--- src/rtl/mem_pkg.sv ---
// Shared definitions for the 16-bit single-port memory interface.
// The memory model and the EDSAC core both use this package.
package mem_pkg;

    localparam int WORD_W        = 16;
    localparam int ABITS_DEFAULT = 9;

    typedef enum logic [1:0] {
        CLEAR = 2'd0,
        IDLE  = 2'd1,
        ACC   = 2'd2,
        DONE  = 2'd3
    } state_t;

endpackage

--- src/rtl/mem_master.sv ---
// Initiator side of the single-port memory interface: serves core read/write requests
// one at a time and sweeps the whole memory to zero after reset or on command.
module mem_master
    import mem_pkg::*;
#(
    parameter int ABITS          = ABITS_DEFAULT,
    parameter bit CLEAR_ON_RESET = 1'b1
) (
    input  logic              clk,
    input  logic              rst,
    input  logic              req_valid,
    output logic              req_ready,
    input  logic              req_we,
    input  logic [ABITS-1:0]  req_addr,
    input  logic [WORD_W-1:0] req_wdata,
    output logic              rsp_valid,
    output logic [WORD_W-1:0] rsp_rdata,
    input  logic              clear,
    output logic              busy,
    output logic [ABITS-1:0]  mem_addr,
    output logic [WORD_W-1:0] mem_d,
    output logic              mem_rd,
    output logic              mem_wr,
    input  logic [WORD_W-1:0] mem_q,
    input  logic              mem_wait
);

    state_t              state, state_nx;
    logic [ABITS-1:0]    clr_cnt;
    logic [ABITS-1:0]    addr_q;
    logic [WORD_W-1:0]   wdata_q;
    logic                we_q;
    logic                accept;

    assign accept = req_valid && req_ready;

    // NOTE: sequential state uses non-blocking assignments only, so every register
    // samples the pre-edge values regardless of block ordering.
    always_ff @(posedge clk) begin
        if (rst) begin
            state   <= CLEAR_ON_RESET ? CLEAR : IDLE;
            clr_cnt <= '0;
            we_q    <= 1'b0;
            addr_q  <= '0;
            wdata_q <= '0;
        end else begin
            state <= state_nx;
            // Wraps to zero on the final accepted write, ready for the next sweep.
            if (state == CLEAR && !mem_wait) begin
                clr_cnt <= clr_cnt + ABITS'(1);
            end
            if (accept) begin
                we_q    <= req_we;
                addr_q  <= req_addr;
                wdata_q <= req_wdata;
            end
        end
    end

    // NOTE: every always_comb output gets a default before the case, so no path
    // leaves a signal unassigned and no latch is inferred.
    always_comb begin
        state_nx = state;
        case (state)
            CLEAR: if (!mem_wait && clr_cnt == '1) state_nx = IDLE;
            IDLE: begin
                if (clear)          state_nx = CLEAR;
                else if (req_valid) state_nx = ACC;
            end
            ACC:     if (!mem_wait) state_nx = DONE;
            DONE:    state_nx = IDLE;
            default: state_nx = IDLE;
        endcase
    end

    always_comb begin
        mem_addr  = addr_q;
        mem_d     = wdata_q;
        mem_rd    = 1'b0;
        mem_wr    = 1'b0;
        req_ready = 1'b0;
        rsp_valid = 1'b0;
        rsp_rdata = '0;
        busy      = 1'b0;
        case (state)
            CLEAR: begin
                mem_addr = clr_cnt;
                mem_d    = '0;
                mem_wr   = 1'b1;
                busy     = 1'b1;
            end
            IDLE: req_ready = !clear;
            ACC: begin
                mem_rd = !we_q;
                mem_wr = we_q;
            end
            // Strobes stay low here; this gap re-arms the memory's delay counter.
            DONE: begin
                rsp_valid = 1'b1;
                if (!we_q) rsp_rdata = mem_q;
            end
            default: ;
        endcase
        if (rst) begin
            mem_rd    = 1'b0;
            mem_wr    = 1'b0;
            req_ready = 1'b0;
            rsp_valid = 1'b0;
            rsp_rdata = '0;
            busy      = 1'b1;
        end
    end

endmodule

--- config.mk ---
export PLATFORM = sky130hd
export DESIGN_NAME = mem_master
export DESIGN_NICKNAME = d
export VERILOG_FILES = /design/src/rtl/mem_pkg.sv /design/src/rtl/mem_master.sv
export SDC_FILE = /design/constraint.sdc
export NUM_CORES = 1
export LEC_CHECK = 0
export BUFFER_PORTS_ARGS = -buffer_cell sky130_fd_sc_hd__buf_2
export CAP_MARGIN = 20
export CORE_MARGIN = 1
export CORE_UTILIZATION = 38
export CTS_CLUSTER_SIZE = 12
export DETAILED_ROUTE_END_ITERATION = 16
export GPL_ROUTABILITY_DRIVEN = 0
export GPL_TIMING_DRIVEN = 0
export PLACE_DENSITY = 0.71
export SYNTH_ARGS = -nofsm -noshare
export SYNTH_HDL_FRONTEND = slang
export SYNTH_SLANG_ARGS = --single-unit
--- constraint.sdc ---
create_clock -name clk -period 1.5 [get_ports clk]
set_input_delay 0.225 -clock clk [delete_from_list [all_inputs] [get_ports clk]]
set_output_delay 0.225 -clock clk [all_outputs]
set_load 0.005 [all_outputs]
[Word-level counts from Yosys, hierarchy flattened]
Index checks and enable logic that the tools add are counted.
W data, S select, Z words.
Operators by class
  add/subtract/negate cells: 1
  eq/ne operators: 7
  mux-type cells: 20
  reduce and logical (&&, ||, !) cells: 8
Operators by type and width (number)
  $mux W16: 4
  $add A9 B1 Y9 const B: 1
  $eq A9 B9 Y1 const B: 1
  $mux W1: 9
  $mux W9: 1
  $mux W2: 4
  $pmux W2 S4: 1
  $eq A2 B2 Y1 const B: 2
  $logic_and A1 B1 Y1: 3
  $logic_not A1 Y1: 3
  $ne A3 B3 Y1 const B: 1
  $reduce_and A3 Y1: 1
  $eq A2 B1 Y1 const B: 1
  $logic_not A2 Y1: 1
  $ne A2 B1 Y1 const B: 1
  $ne A2 B2 Y1 const B: 1
  $pmux W1 S2: 1
Storage, ports and cells
  bits in registers: 37
  input bits: 47
  output and inout bits: 46

[Depth between registers and ports, before layout]
  word-level depth: 4
  mapped depth: 7

[Least setup slack after synthesis]
OpenSTA, ideal clock, no wires.
  kind: reg-to-output
  from: reg state[0]
  to: out busy
  data arrival time: 1.305 ns
  data required time: 1.275 ns
  slack: -0.030 ns
  stages on the path, launching flop included: 6
  path buffers: 2
  path through: dfxtp_1 inv_1 ha_1 buf_4 clkbuf_1 or2_2
On the way
  longest elaborated chain between the ends: 3
Ends and longest elaborated chain
  start, declared: RTL line mem_master.sv:28  | state_t state, state_nx;
  start signal, assigned: RTL line mem_master.sv:41  | state <= CLEAR_ON_RESET ? CLEAR : IDLE;
  start signal, assigned: RTL line mem_master.sv:47  | state <= state_nx;
  $logic_not A2 Y1: RTL line mem_master.sv:85  | case (state)
  $mux W1: RTL line mem_master.sv:85
  $mux W1: RTL line mem_master.sv:104  | if (rst) begin
  end, declared: RTL line mem_master.sv:19  | output logic busy,
No other way between the ends.

[Final worst setup path]
  from: reg state[0]
  to: out mem_addr[5]
On the way
  longest elaborated chain between the ends: 2
Ends and longest elaborated chain
  $logic_not A2 Y1: RTL line mem_master.sv:85
  $mux W9: RTL line mem_master.sv:85
  end, declared: RTL line mem_master.sv:20  | output logic [ABITS-1:0] mem_addr,
No other way between the ends.

==> summary.txt <==
row cnt -> 25
initial drt markers -> 114
TritonCTS buffer count -> 5
P_leak -> 0.001441 uW
setup ws final -> -0.3109 ns
final period utilization -> 120.7%
grt total ovfl -> 0
Pre-antenna DRT Iters -> 4
mapped cell area -> 0.001868 mm2
vias in the first global route -> 1795
RSZ-0062 raised after global routing -> true
maximum vdd drop -> 0.6168 mV
Root Driver -> clkbuf_8
Post-Synthesis Cells -> 232
pin count of the biggest net entering global routing -> 13
Slew HR -> 71.06%
Core ar. -> 0.004723 mm2
combinational fraction of design power -> 22.1%
crit path time final -> 1.811 ns
delay-heaviest family, CP -> buffers and inverters
WP buf/inv -> 4
CP max stage delay -> 0.38 ns
antenna violations before repair -> 0
gr usage total -> 20.33%
arrival time at the worst endpoint -> 1.59 ns
WL per Instance -> 14.17 um
crit end category -> output pin
Pint -> 1880 uW
Cell Area, Placed -> 0.002409 mm2
Worst-path clk slew -> 0.08 ns
Psw -> 639.7 uW
Initial Utilization -> 39.55%
Synth cell types -> 36
die area -> 0.005201 mm2
vias -> 2022
CTS tree -> yes
Data required, critical path -> 1.27 ns
Ys Warns -> 0
status -> finished, violations left
first-pass GRT wire length -> 8190 um
clock power share -> 36.4%
Top FF cell, synth -> dfxtp_1
hpwl dp -> 3457 um
final setup fails -> 52
clock buffer depth -> 2
EDFF count, synth -> 0
Seq pwr share -> 41.4%
startpoint types -> register
Pwr Density -> 771.4 mW/mm2
Layout area overhead -> 74.88%
flops & latches, synth -> 37
final core occ -> 69.17%
Die Ht -> 72.12 um
Buffers on Ports -> 91
critical-path cell list -> inv_4, ha_4, buf_12, buf_16, mux2_4, buf_6
ant diodes -> 0
H-Tree Level Count -> 2
DRC viols -> 0
critical path peak fanout -> 4
Skew-Pair Late Insertion Delay -> 0.29 ns
routed vias/inst -> 4.849
Final #Nets -> 402
Synth Area per Inst -> 8.052 um2
Least-Margin Pin Slew -> 0.4341 ns
io pins -> 93
Setup CP Type -> reg -> out
ys async rst share -> 0%
Worst path slowest cell -> dfxtp_4
post-route cell area -> 0.003267 mm2
max cap viols -> 0
Fin. Hold Viols -> 0
Hold Path Class -> in -> reg
clk sink count -> 37
failing checks -> negative setup slack
Post-Syn Nets -> 285
Sw Ratio -> 25.38%
Seq/Total Area, Yosys -> 39.65%
fraction of layout instances using a drive strength above 1 -> 54.29%
Clock Skews -> 0.008222 ns
Die W -> 72.12 um
final WL -> 5908 um
highest clock rate -> 552.2 MHz
DRT antenna net count -> 0
Final Max Slew Viols -> 0
-- final cells by class --
type	count	area (um2)
Buffer	15	185.2
Clock buffer	6	82.58
Clock inverter	2	37.54
Fill cell	338	1456
Inverter	6	27.53
Multi-Input combinational cell	174	1246
Sequential cell	37	759.5
Tap cell	67	83.83
Timing Repair Buffer	110	844.6
-- state kept, by name, summed over array words and instances (netlist names) --
name,flops
addr_q,9
clr_cnt,9
state,2
wdata_q,16
we_q,1
-- synthesized netlist by cell type (all sizes together), types with 3 or more instances --
cell / number / share of area, %
dfxtp: 37 / 40
mux2i: 3 / 1.6
and2: 17 / 5.7
o31ai: 3 / 1.2
inv: 6 / 1.2
o21ai: 29 / 7.8
nand2: 54 / 11
a21oi: 6 / 1.6
or3: 3 / 1.1
nor2: 6 / 1.2
mux2: 9 / 5.4
nor2b: 19 / 6.4
buf: 8 / 2.6
clkbuf: 7 / 2.1
ha: 6 / 4.0
-- power groups by stage --
stage	Clock, uW	Combinational, uW	Sequential [uW]
floorplan	0	170	1050
global placement	0	284	1050
detailed placement	0	288	1060
CTS	915	455	1040
global route	965	590	1050
finish	918	558	1040
-- placed cells by master, fill, tap and decap left out, types with 3 or more instances in the layout --
master	netlist	layout
buf_2	6	68
nand2_1	54	54
buf_6	1	33
dfxtp_1	37	30
o21ai_0	24	22
and2_4	0	15
buf_4	1	10
mux2_4	0	9
clkbuf_8	1	9
nor2b_4	0	8
nor2b_1	19	8
nor2_1	6	6
o21ai_1	5	6
buf_8	0	4
inv_1	6	4
dfxtp_4	0	4
nor2b_2	0	3
a21oi_2	0	3
mux2i_1	3	3
o31ai_1	3	3
a21oi_1	6	3
ha_4	0	3
ha_1	6	3
dfxtp_2	0	3
buf_12	0	3
-- path summary, 6_finish.rpt --
path / from / to / slack [ns] / depth (start not counted)
setup / recovery: state[0] / mem_addr[5] / -0.31 / 6
setup reg to reg: state[0] / clr_cnt[5] / -0.20 / 7
hold reg to reg: wdata_q[7] / wdata_q[7] / 0.45 / 2
hold / removal: req_wdata[11] / wdata_q[11] / 0.12 / 3
-- logic make-up after synthesis --
family | count (synthesis) | share of synthesized area, %
muxes | 12 | 7.033
AOI/OAI and AO/OA | 42 | 12.26
DFF | 37 | 39.65
and+or+nand+nor | 112 | 30.21
adders and majority gates | 6 | 4.019
buffers and inverters | 21 | 5.894
xor gates and xnor gates | 2 | 0.9379
-- repair_timing --
action,CTS,global route
hold buffers,0,0
buffers inserted,11,6
setup endpoints to repair,66,81
pin swaps,2,23
resized for setup,53,81
cloned,1,1
-- worst min-delay path, delay by kind of cell --
kind,cells,cell delay (ns)
AOI/OAI and AO/OA,1,0.05
buffers and inverters,1,0.07
and+or+nand+nor,1,0.04
-- metrics by stage --
step           power (uW)  instances  setup TNS [ns]  hold slack [ns]  worst slack (ns)
2_1_floorplan        1220        232               0           0.3336         0.0001107
3_3_place_gp         1338        390          -4.160           0.4181           -0.3701
3_5_place_dp         1345        390          -5.416           0.4225           -0.3656
4_1_cts              2406        410          -9.967           0.1205           -0.2867
5_1_grt              2601        417          -15.30           0.1167           -0.3508
6_report             2520        417          -11.54           0.1183           -0.3109
-- metal layers --
layer | vias to the layer above | global-route usage [%] | wire length [um]
met5 | - | 0 | 0
met2 | 74 | 34.37 | 3105
met3 | 14 | 5.556 | 350
met1 | 939 | 24.63 | 2328
met4 | 0 | 7.625 | 124
li1 | 995 | - | -
No activity file was read; power rests on OpenSTA's default activity.
